--- config.mk ---
export PLATFORM = sky130hd
export DESIGN_NAME = tt_rr_onehot_arbiter
export DESIGN_NICKNAME = d
export VERILOG_FILES = /design/src/rtl/tt_rr_arb_pkg.sv /design/src/rtl/tt_rr_pick.sv /design/src/rtl/tt_rr_onehot_arbiter.sv
export SDC_FILE = /design/constraint.sdc
export NUM_CORES = 1
export LEC_CHECK = 0
export ABC_AREA = 1
export ABC_CLOCK_PERIOD_IN_PS = 2000
export CAP_MARGIN = 20
export CORE_MARGIN = 4
export CORE_UTILIZATION = 46
export DETAILED_ROUTE_END_ITERATION = 8
export PLACE_DENSITY = 0.77
export SLEW_MARGIN = 20
export SYNTH_ARGS = -nofsm -noshare
export SYNTH_HDL_FRONTEND = slang
export SYNTH_SLANG_ARGS = --single-unit
--- constraint.sdc ---
create_clock -name i_clk -period 2 [get_ports i_clk]
set_clock_uncertainty 0.15 [all_clocks]
set_input_delay 0.6 -clock i_clk [delete_from_list [all_inputs] [get_ports i_clk]]
set_output_delay 0.6 -clock i_clk [all_outputs]
set_load 0.05 [all_outputs]
--- src/rtl/tt_rr_arb_pkg.sv ---
// rtl/tt_rr_arb_pkg.sv - shared constants and helpers for the round-robin one-hot arbiter
// Lock FSM encodings, index conversion and rotated priority mask generation.
package tt_rr_arb_pkg;

  localparam int MAX_REQ   = 32;
  localparam int MAX_IDX_W = $clog2(MAX_REQ);

  localparam logic [0:0] ST_UNLOCKED = 1'b0;
  localparam logic [0:0] ST_LOCKED   = 1'b1;

  function automatic int onehot_to_idx(input logic [MAX_REQ-1:0] oh);
    int idx;
    idx = 0;
    for (int i = 0; i < MAX_REQ; i++) begin
      if (oh[i]) begin
        idx = i;
      end
    end
    return idx;
  endfunction

  // Bits at or above the pointer and below n: the first-priority half of the scan.
  function automatic logic [MAX_REQ-1:0] rr_mask(input int ptr, input int n);
    logic [MAX_REQ-1:0] m;
    m = '0;
    for (int i = 0; i < MAX_REQ; i++) begin
      m[i] = (i >= ptr) && (i < n);
    end
    return m;
  endfunction

endpackage

--- src/rtl/tt_rr_pick.sv ---
// rtl/tt_rr_pick.sv - combinational round-robin winner pick
// Double-request find-first: the masked copy sits in the low half so it wins over the wrap-around copy.
module tt_rr_pick
  import tt_rr_arb_pkg::*;
#(
  parameter int NUM_REQ = 4,
  parameter int IDX_W   = $clog2(NUM_REQ)
) (
  input  logic [NUM_REQ-1:0] i_req,
  input  logic [IDX_W-1:0]   i_ptr,
  output logic [NUM_REQ-1:0] o_win_oh,
  output logic [IDX_W-1:0]   o_win_idx
);

  logic [NUM_REQ-1:0]   w_mask;
  logic [NUM_REQ-1:0]   w_req_masked;
  logic [2*NUM_REQ-1:0] w_dbl;
  logic [2*NUM_REQ-1:0] w_dbl_low;

  always_comb begin
    w_mask       = NUM_REQ'(rr_mask(int'(i_ptr), NUM_REQ));
    w_req_masked = i_req & w_mask;
    w_dbl        = {i_req, w_req_masked};
    w_dbl_low    = w_dbl & (~w_dbl + 1'b1);
    o_win_oh     = w_dbl_low[NUM_REQ-1:0] | w_dbl_low[2*NUM_REQ-1:NUM_REQ];
    o_win_idx    = IDX_W'(onehot_to_idx(MAX_REQ'(o_win_oh)));
  end

endmodule

--- src/rtl/tt_rr_onehot_arbiter.sv ---
// rtl/tt_rr_onehot_arbiter.sv - round-robin arbiter with packet lock and registered one-hot select
// Optional per-requester saturating grant counters under TT_RR_ARB_PERF_CNT_EN.
module tt_rr_onehot_arbiter
  import tt_rr_arb_pkg::*;
#(
  parameter int NUM_REQ   = 4,
  parameter int CNT_WIDTH = 16
) (
  input  logic                 i_clk,
  input  logic                 i_reset_n,
  input  logic [NUM_REQ-1:0]   i_req,
  input  logic [NUM_REQ-1:0]   i_last,
  output logic [NUM_REQ-1:0]   o_ack,
  output logic                 o_valid,
  output logic [NUM_REQ-1:0]   o_sel,
  output logic                 o_last,
  input  logic                 i_ready
`ifdef TT_RR_ARB_PERF_CNT_EN
  ,
  output logic [NUM_REQ-1:0][CNT_WIDTH-1:0] o_grant_cnt
`endif
);

  localparam int IDX_W = $clog2(NUM_REQ);

  if (NUM_REQ < 2 || NUM_REQ > MAX_REQ || CNT_WIDTH < 1) begin : g_bad_param
    $error("tt_rr_onehot_arbiter: NUM_REQ must be 2..32 and CNT_WIDTH >= 1");
  end

  logic [0:0]         r_state;
  logic [IDX_W-1:0]   r_ptr;
  logic [IDX_W-1:0]   r_lock_idx;
  logic               r_valid;
  logic [NUM_REQ-1:0] r_sel;
  logic               r_last;

  logic [NUM_REQ-1:0] w_lock_oh;
  logic [NUM_REQ-1:0] w_elig;
  logic [NUM_REQ-1:0] w_win_oh;
  logic [IDX_W-1:0]   w_win_idx;
  logic               w_can_load;
  logic               w_load;
  logic               w_win_last;
  logic [IDX_W-1:0]   w_ptr_next;

  // While a packet is open only its owner is eligible; everyone else stalls.
  always_comb begin
    w_lock_oh = NUM_REQ'(1) << r_lock_idx;
    w_elig    = (r_state == ST_LOCKED) ? (i_req & w_lock_oh) : i_req;
  end

  tt_rr_pick #(
    .NUM_REQ (NUM_REQ),
    .IDX_W   (IDX_W)
  ) u_pick (
    .i_req     (w_elig),
    .i_ptr     (r_ptr),
    .o_win_oh  (w_win_oh),
    .o_win_idx (w_win_idx)
  );

  always_comb begin
    w_can_load = !r_valid || i_ready;
    w_load     = i_reset_n && w_can_load && (|w_elig);
    w_win_last = |(i_last & w_win_oh);
    w_ptr_next = (w_win_idx == IDX_W'(NUM_REQ - 1)) ? '0 : w_win_idx + 1'b1;
    o_ack      = w_load ? w_win_oh : '0;
  end

  always_ff @(posedge i_clk) begin
    if (!i_reset_n) begin
      r_state    <= ST_UNLOCKED;
      r_ptr      <= '0;
      r_lock_idx <= '0;
      r_valid    <= 1'b0;
      r_sel      <= '0;
      r_last     <= 1'b0;
    end else if (w_load) begin
      r_valid <= 1'b1;
      r_sel   <= w_win_oh;
      r_last  <= w_win_last;
      if (w_win_last) begin
        r_state <= ST_UNLOCKED;
        r_ptr   <= w_ptr_next;
      end else begin
        r_state    <= ST_LOCKED;
        r_lock_idx <= w_win_idx;
      end
    end else if (r_valid && i_ready) begin
      r_valid <= 1'b0;
      r_sel   <= '0;
      r_last  <= 1'b0;
    end
  end

  assign o_valid = r_valid;
  assign o_sel   = r_sel;
  assign o_last  = r_last;

`ifdef TT_RR_ARB_PERF_CNT_EN
  logic [NUM_REQ-1:0][CNT_WIDTH-1:0] r_grant_cnt;

  always_ff @(posedge i_clk) begin
    if (!i_reset_n) begin
      r_grant_cnt <= '0;
    end else if (w_load) begin
      for (int i = 0; i < NUM_REQ; i++) begin
        if (w_win_oh[i] && (r_grant_cnt[i] != {CNT_WIDTH{1'b1}})) begin
          r_grant_cnt[i] <= r_grant_cnt[i] + 1'b1;
        end
      end
    end
  end

  assign o_grant_cnt = r_grant_cnt;
`endif

endmodule
==> impl_metrics.yaml, run 1 <==
synth:
  syn_area_per_cell_sq_um: 6.61
  synth_top_cell_area_share: 0.297
  syn_inst: 112
  syn_area_sq_um: 741
  syn-num-nets: 123
  synth_top_area_cell: "dfxtp_1"
  yosysWarnings: 0
  synth.ff_latch_count: 11
  yosysUniqueCellTypes: 19
  synth_area_leaders: "dfxtp_1 (30%), nand2_1 (16%), nand2_2 (8.4%)"
  ys_seq_area_frac: 0.297
cts:
  cts_root_buffer: "clkbuf_4"
  cts-buffers-inserted: 3
  h-tree-depth: 1
  hold_buffers: 0
  clock_sinks: 11
  cts_buffer_depth: 2
status:
  error: "[ERROR DPL-0033] detailed placement checks failed during check placement."
  lastStage: "5_1_grt"
  outcome: "did not finish"
sta:
  worstEpCategory: "output port"
  postGrtWorstEndpoint: "o_ack[3]"
grt:
  antenna_found_initial: 0
  grt_start_max_net_pins: 8
floorplanning:
  num_rows: 14
  die_w_um: 48.1
  die_height_um: 48.1
  initial_utilization: 0.492
  pin_count: 21
placed_design:
  dp_hpwl_mm: 1.70
  place_congestion: 0.774
  io_buffer_count: 20
==> synth_stat cells (all sizes together) <==
| library cell | instances |
|---|---|
| nor3 | 1 |
| inv | 18 |
| a21oi | 10 |
| nand4 | 2 |
| nand3 | 10 |
| buf | 1 |
| nor2 | 14 |
| dfxtp | 11 |
| a21boi | 1 |
| nand2 | 41 |
| o21ai | 3 |
==> timing repair <==
item                       CTS
setup endpoints to repair   14
cloned                       0
pin swaps                    5
gates resized for setup     26
buffers inserted             8
==> logic make-up after synthesis <==
kind of cell           share of synthesized area
DFF                                        0.297
AOI/OAI and AO/OA                          0.144
buffers and inverters                      0.106
and+or+nand+nor                            0.453
==> through the flow <==
| step | hold slack, ns | worst slack [ns] | cell area, sq um | util | instances |
|---|---|---|---|---|---|
| 2_1_floorplan | 0.328 | -0.157 | 825 | - | 112 |
| 3_3_place_gp | 0.298 | -0.906 | 1210 | 0.801 | 165 |
| 3_5_place_dp | 0.302 | -0.959 | 1210 | 0.801 | 165 |
| 4_1_cts | 0.312 | -0.447 | 1320 | 0.878 | 177 |
==> inputs of run 2 (changes only) <==
Settings changed: CORE_AREA set to 4 4 65 67, CORE_MARGIN 4 to unset, CORE_UTILIZATION 46 to unset, DIE_AREA set to 0 0 69 71, PLACE_DENSITY 0.77 to unset, PLACE_DENSITY_LB_ADDON set to 0.15.
==> impl_metrics.yaml, run 2 <==
status:
  outcome: "finished, violations left"
  violations: "setup timing"
drt:
  postRouteWirelength_mm: 2.21
  first_pass_iters: 2
  vias_per_cell: 4.05
  vias: 867
  drtAntennaViolNets: 0
  drt_iter0_drc: 30
  wl_per_cell_um: 10.3
  drc_errors: 0
finish:
  nNetsFinal: 178
  drive_gt1_frac: 0.584
  largest_reg_flops: 4
  diodes: 0
  fill_cells: 393
  mostFrequentLayoutCell: "buf_4"
  area_delta_synth_final_pct: 102
  layout_common_cells: "buf_4 (30), nand2_1 (21), nand2_2 (12), inv_1 (10), nor2_1 (9)"
synth:
  yosysUniqueCellTypes: 19
  syn-num-nets: 123
  synth_top_area_cell: "dfxtp_1"
  synth_edf_count: 0
  syn_area_sq_um: 741
  syn_inst: 112
  ys_seq_area_frac: 0.297
  yosysMostFrequentCell: "nand2_1"
  synth_area_leaders: "dfxtp_1 (30%), nand2_1 (16%), nand2_2 (8.4%)"
  synth.ff_latch_count: 11
  syn_area_per_cell_sq_um: 6.61
  synth_flop_cell: "dfxtp_1"
  synth-async-reset-ratio: 0
  synth_common_cells: "nand2_1 (31), inv_1 (16), dfxtp_1 (11)"
  yosysWarnings: 0
  synth_top_cell_area_share: 0.297
cts:
  cts_buffer_depth: 2
  clk_latency_ns: 0.24
  clock_sinks: 11
  tritoncts: "built"
  h-tree-depth: 1
  cts-buffers-inserted: 3
  cts_root_buffer: "clkbuf_8"
  clk_pin_slew_ns: 0.05
setup_path:
  max_stage_delay_ns: 0.21
  startpoint: "i_req[1]"
  path_class: "in2out"
  crit_path_max_fanout: 5
  path_delay_family: "buffers and inverters"
  worst_setup_path_end_kind: "primary output"
  critPathArrivalTime_ns: 1.68
  timing.rr.start: "r_lock_idx[0]$_SDFFE_PN0P_"
  critPathSlowestCell: "nor3_4"
  critPathBufInv: 4
  path_cells: "clkdlybuf4s15_2 -> nand2_4 -> nand2_4 -> nor3_4 -> nor2_4 -> buf_6 -> nand2_4 -> clkinvlp_4 -> buf_12"
  worstPathRequired_ns: 1.25
  cpMostUsedCell: "nand2_4"
  start_kind: "primary input"
hold_path:
  hold_class: "reg2reg"
  hp-start: "o_sel[1]$_SDFFE_PN0P_"
grt:
  overflow: 0
  grt_first_pass_wirelength_mm: 3.72
  grt_start_max_net_pins: 8
  antenna_found_initial: 0
  first_global_vias: 825
  track_usage: 0.0942
floorplanning:
  pin_count: 21
  core_area_sq_mm: 0.00363
  num_rows: 22
  die_height_um: 71
  fp.dieArea_sq_mm: 0.00490
  die_w_um: 69
  initial_utilization: 0.204
sta:
  slew_headroom: 0.795
  max_freq_mhz: 411
  min_period_ns: 2.43
  tightest_slew_ns: 0.307
  fin_crit_sh: 1.22
  drv_slew: 0
  fin_setup_tns_ns: -1.75
  setup_viol: 6
  worst_slack_ns: -0.431
  final_hold_viol_count: 0
  rsz0062_at_grt: "true"
run:
  max-cap-violations: 0
power:
  total_power_mw: 1.15
  p_per_area_mw_per_mm2: 770
  ir_drop_v: 0.000315
  leakage_nw: 0.676
placed_design:
  place_congestion: 0.763
  dp_hpwl_mm: 1.75
  io_buffer_count: 20
-- run 2: area by class of cell --
type	count	area (sq um)	area share
well taps	48	60.1	0.0401
clock buffers	4	45.0	0.0301
flip-flops and latches	11	231	0.155
inverters	18	85.1	0.0569
repair buffers	51	482	0.322
multi-input cells	82	593	0.396
-- run 2: where the power goes --
part	switching (mW)	internal, mW
clock	0.0789	0.140
sequential	0.0351	0.251
combinational	0.346	0.301
total	0.460	0.691
-- run 2: path summary, 6_finish.rpt --
kind | end | slack [ns] | cells after the start
worst max-delay path | o_ack[3] | -0.43 | 9
worst min-delay path | o_sel[1]$_SDFFE_PN0P_ | 0.31 | 2
worst max register to register | r_lock_idx[1]$_SDFFE_PN0P_ | -0.08 | 14
worst min register to register | o_sel[1]$_SDFFE_PN0P_ | 0.31 | 2
-- run 2: stage by stage --
| stage | std cells | instance area, sq um | hold WS (ns) | setup WS, ns | util |
|---|---|---|---|---|---|
| after floorplan | 112 | 825 | 0.328 | -0.157 | - |
| after global placement | 199 | 1270 | 0.304 | -0.761 | 0.351 |
| after detailed placement | 199 | 1270 | 0.305 | -0.797 | 0.351 |
| after CTS | 210 | 1410 | 0.312 | -0.451 | 0.387 |
| after global routing | 214 | 1500 | 0.351 | -0.500 | 0.412 |
| final | 214 | 1500 | 0.310 | -0.431 | 0.412 |
-- run 2: timing repair --
item,CTS,global route
endpoints found under the hold margin,0,0
hold buffers,0,0
gates resized for setup,28,22
setup buffers,7,5
pin swaps,4,16
setup endpoints to repair,14,13
-- run 2: logic make-up (layout without fill, tap and decap cells) --
family | after synthesis | after routing | share of synthesized area
AND/OR/NAND/NOR | 68 | 68 | 0.453
AO/OA/AOI/OAI | 14 | 14 | 0.144
buffers and inverters | 19 | 73 | 0.106
flip-flops | 11 | 11 | 0.297
-- run 2: per-layer routing --
layer | global-route usage | up-vias | wire [um]
li1 | - | 458 | -
met1 | 0.106 | 392 | 909
met2 | 0.160 | 13 | 1180
met3 | 0.0398 | 4 | 95
met4 | 0.0325 | 0 | 24
met5 | 0 | - | 0
-- run 2: worst reg2reg max path: stages, from the launching register on --
cell and delay [ns]:
dfxtp_4 0.36, o21ai_4 0.26, nand2_8 0.07, nand2_4 0.08, buf_4 0.10, nor2_1 0.03, nand2_1 0.07, nand2_2 0.06
nand2_2 0.09, clkinvlp_4 0.11, buf_4 0.14, buf_4 0.12, buf_4 0.12, o21ai_2 0.11, a21oi_1 0.07
Note: power is estimated with default switching activity, not from simulation.
